$ cat src/rtl/dmi_req_arbiter.sv
// Shares one DMI request/response port between the JTAG DTM (port 0) and the secure mailbox (port 1).
// Round-robin grant; one transaction in flight; write gating, local error responses and a response watchdog.
module dmi_req_arbiter #(
    parameter int TIMEOUT = 255,
    parameter int CNT_W   = 8
) (
    input  logic        clk_i,
    input  logic        rst_i,
    input  logic [40:0] req0_i,
    input  logic        req0_valid_i,
    output logic        req0_ready_o,
    output logic [33:0] resp0_o,
    output logic        resp0_valid_o,
    input  logic        resp0_ready_i,
    input  logic        unlock0_i,
    input  logic [40:0] req1_i,
    input  logic        req1_valid_i,
    output logic        req1_ready_o,
    output logic [33:0] resp1_o,
    output logic        resp1_valid_o,
    input  logic        resp1_ready_i,
    input  logic        unlock1_i,
    output logic [40:0] dmi_req_o,
    output logic        dmi_req_valid_o,
    input  logic        dmi_req_ready_i,
    input  logic [33:0] dmi_resp_i,
    input  logic        dmi_resp_valid_i,
    output logic        dmi_resp_ready_o,
    output logic [1:0]  grant_o,
    output logic        busy_o,
    output logic        timeout_o
);

    typedef enum logic [2:0] {IDLE, ISSUE, WAIT, RESP, DRAIN} state_t;

    localparam logic [CNT_W-1:0] CNT_LAST = CNT_W'(TIMEOUT - 1);
    localparam bit               WD_EN    = (TIMEOUT != 0);

    state_t            state, state_nxt;
    logic              own_q, last_q, drain_q;
    logic [40:0]       req_q;
    logic [33:0]       resp_q;
    logic [CNT_W-1:0]  cnt_q;

    logic        both_vld, any_vld, win, win_unlock, forbidden, own_resp_ready;
    logic [40:0] win_req;
    logic        accept, resp_load, cnt_clr, cnt_inc, drain_set, drain_clr;
    logic [33:0] resp_nxt;

    // With both requesters valid, the one that did not win last time goes next.
    assign both_vld       = req0_valid_i & req1_valid_i;
    assign any_vld        = req0_valid_i | req1_valid_i;
    assign win            = both_vld ? ~last_q : req1_valid_i;
    assign win_req        = win ? req1_i : req0_i;
    assign win_unlock     = win ? unlock1_i : unlock0_i;
    assign forbidden      = (win_req[33:32] == 2'd3) || ((win_req[33:32] == 2'd2) && !win_unlock);
    assign own_resp_ready = own_q ? resp1_ready_i : resp0_ready_i;

    always_ff @(posedge clk_i or posedge rst_i) begin
        if (rst_i) state <= IDLE;
        else       state <= state_nxt;
    end

    always_comb begin
        state_nxt        = state;
        accept           = 1'b0;
        resp_load        = 1'b0;
        resp_nxt         = '0;
        cnt_clr          = 1'b0;
        cnt_inc          = 1'b0;
        drain_set        = 1'b0;
        drain_clr        = 1'b0;
        req0_ready_o     = 1'b0;
        req1_ready_o     = 1'b0;
        resp0_o          = '0;
        resp0_valid_o    = 1'b0;
        resp1_o          = '0;
        resp1_valid_o    = 1'b0;
        dmi_req_o        = '0;
        dmi_req_valid_o  = 1'b0;
        dmi_resp_ready_o = 1'b0;
        timeout_o        = 1'b0;
        busy_o           = (state != IDLE);
        grant_o          = (state == IDLE) ? 2'b00 : (own_q ? 2'b10 : 2'b01);
        case (state)
            IDLE: begin
                // Ready is held low while reset is asserted so all outputs read 0.
                if (any_vld && !rst_i) begin
                    accept       = 1'b1;
                    req0_ready_o = !win;
                    req1_ready_o = win;
                    if (forbidden) begin
                        resp_load = 1'b1;
                        resp_nxt  = {32'h0, 2'd2};
                        state_nxt = RESP;
                    end else begin
                        state_nxt = ISSUE;
                    end
                end
            end
            ISSUE: begin
                dmi_req_o       = req_q;
                dmi_req_valid_o = 1'b1;
                if (dmi_req_ready_i) begin
                    cnt_clr   = 1'b1;
                    state_nxt = WAIT;
                end
            end
            WAIT: begin
                dmi_resp_ready_o = 1'b1;
                if (dmi_resp_valid_i) begin
                    resp_load = 1'b1;
                    resp_nxt  = dmi_resp_i;
                    state_nxt = RESP;
                end else if (WD_EN && (cnt_q == CNT_LAST)) begin
                    resp_load = 1'b1;
                    resp_nxt  = {32'h0, 2'd3};
                    timeout_o = 1'b1;
                    drain_set = 1'b1;
                    state_nxt = RESP;
                end else begin
                    cnt_inc = 1'b1;
                end
            end
            RESP: begin
                if (own_q) begin
                    resp1_o       = resp_q;
                    resp1_valid_o = 1'b1;
                end else begin
                    resp0_o       = resp_q;
                    resp0_valid_o = 1'b1;
                end
                if (own_resp_ready) state_nxt = drain_q ? DRAIN : IDLE;
            end
            DRAIN: begin
                // The abandoned transaction's late response is swallowed here.
                dmi_resp_ready_o = 1'b1;
                if (dmi_resp_valid_i) begin
                    drain_clr = 1'b1;
                    state_nxt = IDLE;
                end
            end
            default: state_nxt = IDLE;
        endcase
    end

    always_ff @(posedge clk_i or posedge rst_i) begin
        if (rst_i) begin
            req_q   <= '0;
            resp_q  <= '0;
            own_q   <= 1'b0;
            last_q  <= 1'b1;
            drain_q <= 1'b0;
            cnt_q   <= '0;
        end else begin
            if (accept) begin
                req_q  <= win_req;
                own_q  <= win;
                last_q <= win;
            end
            if (resp_load) resp_q <= resp_nxt;
            if (cnt_clr)      cnt_q <= '0;
            else if (cnt_inc) cnt_q <= cnt_q + 1'b1;
            if (drain_set)      drain_q <= 1'b1;
            else if (drain_clr) drain_q <= 1'b0;
        end
    end

endmodule

$ cat config.mk
export PLATFORM = sky130hd
export DESIGN_NAME = dmi_req_arbiter
export DESIGN_NICKNAME = d
export VERILOG_FILES = /design/src/rtl/dmi_req_arbiter.sv
export SDC_FILE = /design/constraint.sdc
export NUM_CORES = 1
export LEC_CHECK = 0
export CAP_MARGIN = 20
export CORE_UTILIZATION = 40
export DETAILED_ROUTE_END_ITERATION = 7
export MAX_ROUTING_LAYER = met4
export PLACE_DENSITY_LB_ADDON = 0.12
export SKIP_LAST_GASP = 1
export SLEW_MARGIN = 20
export SYNTH_ARGS = -nofsm -noshare
export SYNTH_HDL_FRONTEND = slang
export SYNTH_SLANG_ARGS = --single-unit
$ cat constraint.sdc
create_clock -name clk_i -period 3.7 [get_ports clk_i]
set_input_delay 0.74 -clock clk_i [delete_from_list [all_inputs] [get_ports clk_i]]
set_output_delay 0.74 -clock clk_i [all_outputs]
set_load 0.02 [all_outputs]
==> results.ini, run 1 <==
[run_status]
outcome=finished, violations left
violations=DRC

[die]
die_w_um=112
core_um2=11600
die_area_um2=12500
io_pins=245
start_util_pct=41.5
die_h_um=112
rows=39

[worst_setup_path]
worstPathBufferInverterCount=2
slowest_delay_ns=0.64
cp-start-kind=primary input
worstSetupPathType=primary input to output port
crit_fanout=4
reg2reg_setup_slack_ns=1.21
r2r-start=state[0]
path_cells=clkdlybuf4s50_1 -> o21bai_1 -> or2_2 -> nor2_1 -> clkdlybuf4s50_1
crit_family=buffers and inverters
crit_path_end_kind=output port
critPathRequiredTime_ns=2.96
crit_arrival_ns=2.49
cp_common_cell=clkdlybuf4s50_1
slowest_stage=clkdlybuf4s50_1
worstReg2RegEnd=resp_q[21]
reg2regPathDepth=5

[power_and_ir_drop]
power.density_nw_per_um2=671
max-vdd-ir-drop_mv=0.373
power_leakage_nw=3.33

[global_routing]
grt_pass1_vias=4477
antenna_found_initial=0
globalRouteOverflowTotal=0
grt_start_max_net_pins=87
grt_first_pass_wirelength_um=22200
grt_usage_pct=23.3

[logic_synthesis]
synth_top_area_share_pct=45.8
syn_inst=493
seq_area_frac_synth_pct=46.4
synth_warnings=0
syn-num-nets=621
synth-async-reset-ratio_pct=100
synth_area_per_cell_um2=9.74
syn_area_um2=4800
yosysUniqueCellTypes=45
synth_edf_count=0
ys_ff_latch=89
ys_top_cells_by_area=dfrtp_1 (46%), and2_1 (11%), mux2i_1 (9.0%)
yosysTopAreaCell=dfrtp_1
synth_ff_type=dfrtp_1

[cts]
post-cts-setup-buffer-count=0
htreeDepth=3
clkLatencyLatePin_ns=0.33
cts-root-buf=clkbuf_16
clock_sinks=89
cts_resized=0
cts_hold_buffers=0
cts_inserted_buffers=9
clk_pin_slew_ns=0.06
cts_buffer_depth=2
tritoncts=yes

[timing]
finalHoldViolCount=0
rsz0062_at_grt=false
relSlewSlack_pct=48.7
skew_ns=0.00648
fin_setup_tns_ns=0
fin_crit_sh_pct=87.2
timing.fmax_mhz=310
setup_violations=0
slew_violations=0
min_period_ns=3.23
tightest_slew_ns=0.768

[layout]
layout.nets=844
mostFrequentLayoutCell=clkdlybuf4s50_1
antenna_cells_inserted=0
instances_no_fill=864
drive_gt1_share_pct=4.85
final_cell_mix=clkdlybuf4s50_1 (244), dfrtp_1 (88), and2_1 (81)
syn2layout_area_growth_pct=59.3

[placement]
io_buffers=244
dp_cells=848
dp_hpwl_um=10200
gp_congestion=0.813

[route]
vias=4534
postRouteAntennaNets=0
routed_wirelength_um=13700
m1WireLength_um=5360
top_layer=met4
wl_met3_um=1100
wl_per_cell_um=15.8
drc=13
drt_iter0_markers=222
wl_met2_um=6830
via_per_inst=5.25
drtPass1Iterations=7

[hold_path]
hold_end=req_q[2]
min_from=req_q[2]
holdCritPathClass=flip-flop to flip-flop
hold_path_depth=2

[job]
drv_cap=0

==> power by group <==
| part | internal [W] | switching, W |
|---|---|---|
| clock network | 0.000612 | 0.000368 |
| registers | 0.00139 | 0.000284 |
| logic | 0.00121 | 0.00127 |
==> per-layer routing <==
layer	GRT usage [%]	vias to the layer above
met5	-	-
met4	9.64	0
met3	6.37	23
met1	26.1	2160
met2	39.1	171
li1	-	2180
==> stage by stage <==
step / instance area, µm² / setup WS, ns / util, % / hold slack (ns) / power, W
after floorplan: 4800 / 0.655 / - / 0.442 / 0.00310
after global placement: 7330 / 0.474 / 63.4 / 0.454 / 0.00411
after detailed placement: 7330 / 0.469 / 63.4 / 0.462 / 0.00419
after CTS: 7650 / 0.458 / 66.2 / 0.476 / 0.00518
after global routing: 7650 / 0.393 / 66.2 / 0.496 / 0.00547
final: 7650 / 0.474 / 66.2 / 0.470 / 0.00513
==> kinds of logic (layout without fill, tap and decap cells) <==
group | Yosys count | count (layout) | synth area share (%)
AO/OA/AOI/OAI | 106 | 106 | 15.5
XOR/XNOR | 4 | 4 | 0.729
adder cells (fa/ha/maj) | 2 | 2 | 0.521
buffers and inverters | 48 | 276 | 4.53
flip-flops | 89 | 89 | 46.4
multiplexers | 43 | 43 | 8.96
AND/OR/NAND/NOR | 201 | 201 | 23.3
==> worst min-delay path, delay by kind of cell (launching register included) <==
family	cells	cell delay [ns]
AOI/OAI and AO/OA	1	0.06
DFF	1	0.33
and+or+nand+nor	1	0.04
==> final cells by class <==
type / instances / area, µm²
clock inverter: 4 / 76.3
multi-input combinational: 356 / 2370
sequential: 89 / 2230
fill: 958 / 3910
timing repair buffer: 256 / 2530
clock buffer: 12 / 246
inverter: 4 / 16.3
tap: 143 / 179
==> registers in the layout, indices dropped and copies added, names as in the netlist <==
signal,flops
cnt_q,8
resp_q,34
req_q,41
own_q,1
state,3
last_q,1
drain_q,1
==> cell usage after synthesis (2+ instances only) <==
| library cell | instances |
|---|---|
| nand2_1 | 49 |
| nand2b_1 | 2 |
| o211ai_1 | 4 |
| xnor2_1 | 2 |
| nand4_1 | 5 |
| clkbuf_1 | 29 |
| nor2_1 | 12 |
| inv_1 | 4 |
| nor3b_1 | 2 |
| and3_1 | 34 |
| xor2_1 | 2 |
| nand3_1 | 4 |
| and2_1 | 81 |
| a21o_1 | 2 |
| buf_6 | 4 |
| dfrtp_1 | 88 |
| o21ai_0 | 48 |
| o21bai_1 | 2 |
| a21oi_1 | 7 |
| a32o_1 | 32 |
| buf_2 | 5 |
| a31oi_1 | 2 |
| ha_1 | 2 |
| buf_1 | 5 |
| mux2i_1 | 43 |
| nor2b_1 | 3 |
| a211oi_1 | 2 |
==> worst max-delay path by stage <==
| stage | start | end | slack, ns | depth (start not counted) |
|---|---|---|---|---|
| 2_1_floorplan | rst_i | cnt_q[0] | 0.65 | 1 |
| 3_3_place_gp | req0_valid_i | req0_ready_o | 0.47 | 5 |
| 3_5_place_dp | req0_valid_i | req0_ready_o | 0.47 | 5 |
| 4_1_cts | req0_valid_i | req0_ready_o | 0.46 | 5 |
| 5_1_grt | req0_valid_i | req0_ready_o | 0.39 | 5 |
| 6_report | req0_valid_i | req0_ready_o | 0.47 | 5 |
No activity file was read; power rests on OpenSTA's default activity.
==> run 2: changes to the inputs <==
--- a/config.mk
+++ b/config.mk
@@ -6,6 +6,7 @@
 export NUM_CORES = 1
 export LEC_CHECK = 0
 export CAP_MARGIN = 20
+export CORE_ASPECT_RATIO = 1.2
 export CORE_UTILIZATION = 40
 export DETAILED_ROUTE_END_ITERATION = 7
 export MAX_ROUTING_LAYER = met4
==> results.ini, run 2 (synthesis results as in run 1) <==
[power_and_ir_drop]
max-vdd-ir-drop_mv=0.297  ; -20%
power_w=0.00520  ; +1.3%
power_leakage_nw=3.34  ; about the same
power.density_nw_per_um2=677  ; +0.87%

[timing]
tightest_slew_ns=0.784  ; +0.0161 ns
relSlewSlack_pct=47.7  ; -1.1 points
rsz0062_at_grt=false
setup_violations=0  ; unchanged
min_period_ns=3.30  ; +0.0719 ns
slew_violations=0  ; unchanged
timing.fmax_mhz=303  ; -2.2%
skew_ns=0.00916  ; +0.00267 ns
fin_crit_sh_pct=89.1  ; +1.9 points
finalHoldViolCount=0  ; unchanged
fin_setup_tns_ns=0  ; unchanged

[worst_setup_path]
crit_path_end_kind=output port
crit_arrival_ns=2.56  ; +0.07 ns
crit_fanout=7  ; +3
worstSetupPathType=primary input to output port
critPathRequiredTime_ns=2.96  ; about the same
cp-start-kind=primary input

[die]
core_um2=11600  ; +0.49%
die_w_um=102  ; -8.6%
io_pins=245  ; unchanged
rows=43  ; +10%
die_area_um2=12500  ; about the same
start_util_pct=41.3  ; -0.20 points
die_h_um=122  ; +9.4%

[route]
wl_per_cell_um=15.9  ; +0.73%
via_per_inst=5.12  ; -2.5%
wl_met2_um=6980  ; +2.1%
drc=0  ; -13
vias=4478  ; -1.2%
drtPass1Iterations=5  ; -2
routed_wirelength_um=13900  ; +2.0%
postRouteAntennaNets=0  ; unchanged
top_layer=met4
m1WireLength_um=5600  ; +4.4%
wl_met3_um=1070  ; -3.1%
drt_iter0_markers=153  ; -31%

[layout]
layout.nets=841  ; -0.36%
antenna_cells_inserted=0  ; unchanged
top_regs=req_q (41), resp_q (34), cnt_q (8)
largest-register=req_q
mostFrequentLayoutCell=clkdlybuf4s50_1
final_cell_mix=clkdlybuf4s50_1 (244), dfrtp_1 (88), and2_1 (81)
drive_gt1_share_pct=4.60  ; -0.26 points
largest_reg_flops=41  ; unchanged
syn2layout_area_growth_pct=59.9

[job]
drv_cap=0  ; unchanged

[cts]
clk_pin_slew_ns=0.06  ; about the same
clock_sinks=89  ; unchanged
cts_inserted_buffers=9  ; unchanged
htreeDepth=3  ; unchanged
cts-root-buf=clkbuf_16
post-cts-setup-buffer-count=0  ; unchanged
cts_hold_buffers=0  ; unchanged
cts_resized=0  ; unchanged
clkLatencyLatePin_ns=0.34  ; about the same
tritoncts=yes
cts_buffer_depth=2  ; unchanged

[global_routing]
grt_start_max_net_pins=87  ; unchanged
grt_usage_pct=23.1  ; -0.14 points
antenna_found_initial=0  ; unchanged
grt_pass1_vias=4329  ; -3.3%
grt_first_pass_wirelength_um=21600  ; -2.8%
globalRouteOverflowTotal=0  ; unchanged

[run_status]
outcome=finished clean

[placement]
io_buffers=244  ; unchanged
gp_congestion=0.793  ; -2.5%
dp_hpwl_um=10200  ; -0.30%

[hold_path]
holdCritPathClass=flip-flop to flip-flop

run 2: cell count changes in the layout (fill, tap and decap cells not counted), sizes merged:
cell	before	now
buf	12	9
bufinv	2	3
clkbuf	12	11
run 2: metrics by stage:
step	hold WS [ns]	util (%)	setup slack (ns)	instance area [µm²]	std cells
after floorplan	0.442	-	0.655	4800	493
after CTS	0.476	66.1	0.409	7680	875
after global routing	0.495	66.1	0.311	7680	875
final	0.469	66.1	0.402	7680	875
after detailed placement	0.463	63.1	0.412	7340	859
after global placement	0.453	63.1	0.436	7340	859
run 2: power by group:
part | internal (W) | total [W] | switching, W
combinational | 0.00120 | 0.00247 | 0.00127
sequential | 0.00139 | 0.00167 | 0.000280
clock | 0.000678 | 0.00105 | 0.000375
run 2: path summary, 6_finish.rpt:
check | from | end | slack (ns) | cells after the start
worst min-delay path | req_q[5] | req_q[5] | 0.47 | 2
worst max-delay path | dmi_resp_valid_i | timeout_o | 0.40 | 4
max in group asynchronous | rst_i | last_q | 2.06 | 3
worst max register to register | state[1] | resp_q[12] | 1.21 | 5
worst min register to register | req_q[5] | req_q[5] | 0.47 | 2
min in group asynchronous | rst_i | resp_q[30] | 0.89 | 2
run 2: cell type report:
| class | count | area, µm² |
|---|---|---|
| Clock inverter | 5 | 103 |
| Clock buffer | 11 | 243 |
| Inverter | 4 | 16.3 |
| Fill cell | 982 | 3940 |
| Multi-Input combinational cell | 356 | 2370 |
| Tap cell | 157 | 196 |
| Sequential cell | 89 | 2230 |
| Timing Repair Buffer | 253 | 2520 |
run 2: worst max-delay path: stages:
cell and delay [ns]:
clkdlybuf4s50_1 0.50, nor4b_2 0.50, and2_1 0.21, clkdlybuf4s50_1 0.60
run 2: layer usage:
metal  GRT usage [%]  vias to the layer above
li1                -                     2168
met1            27.0                     2098
met2            38.4                      188
met3            5.45                       24
met4            8.84                        0
met5               -                        -
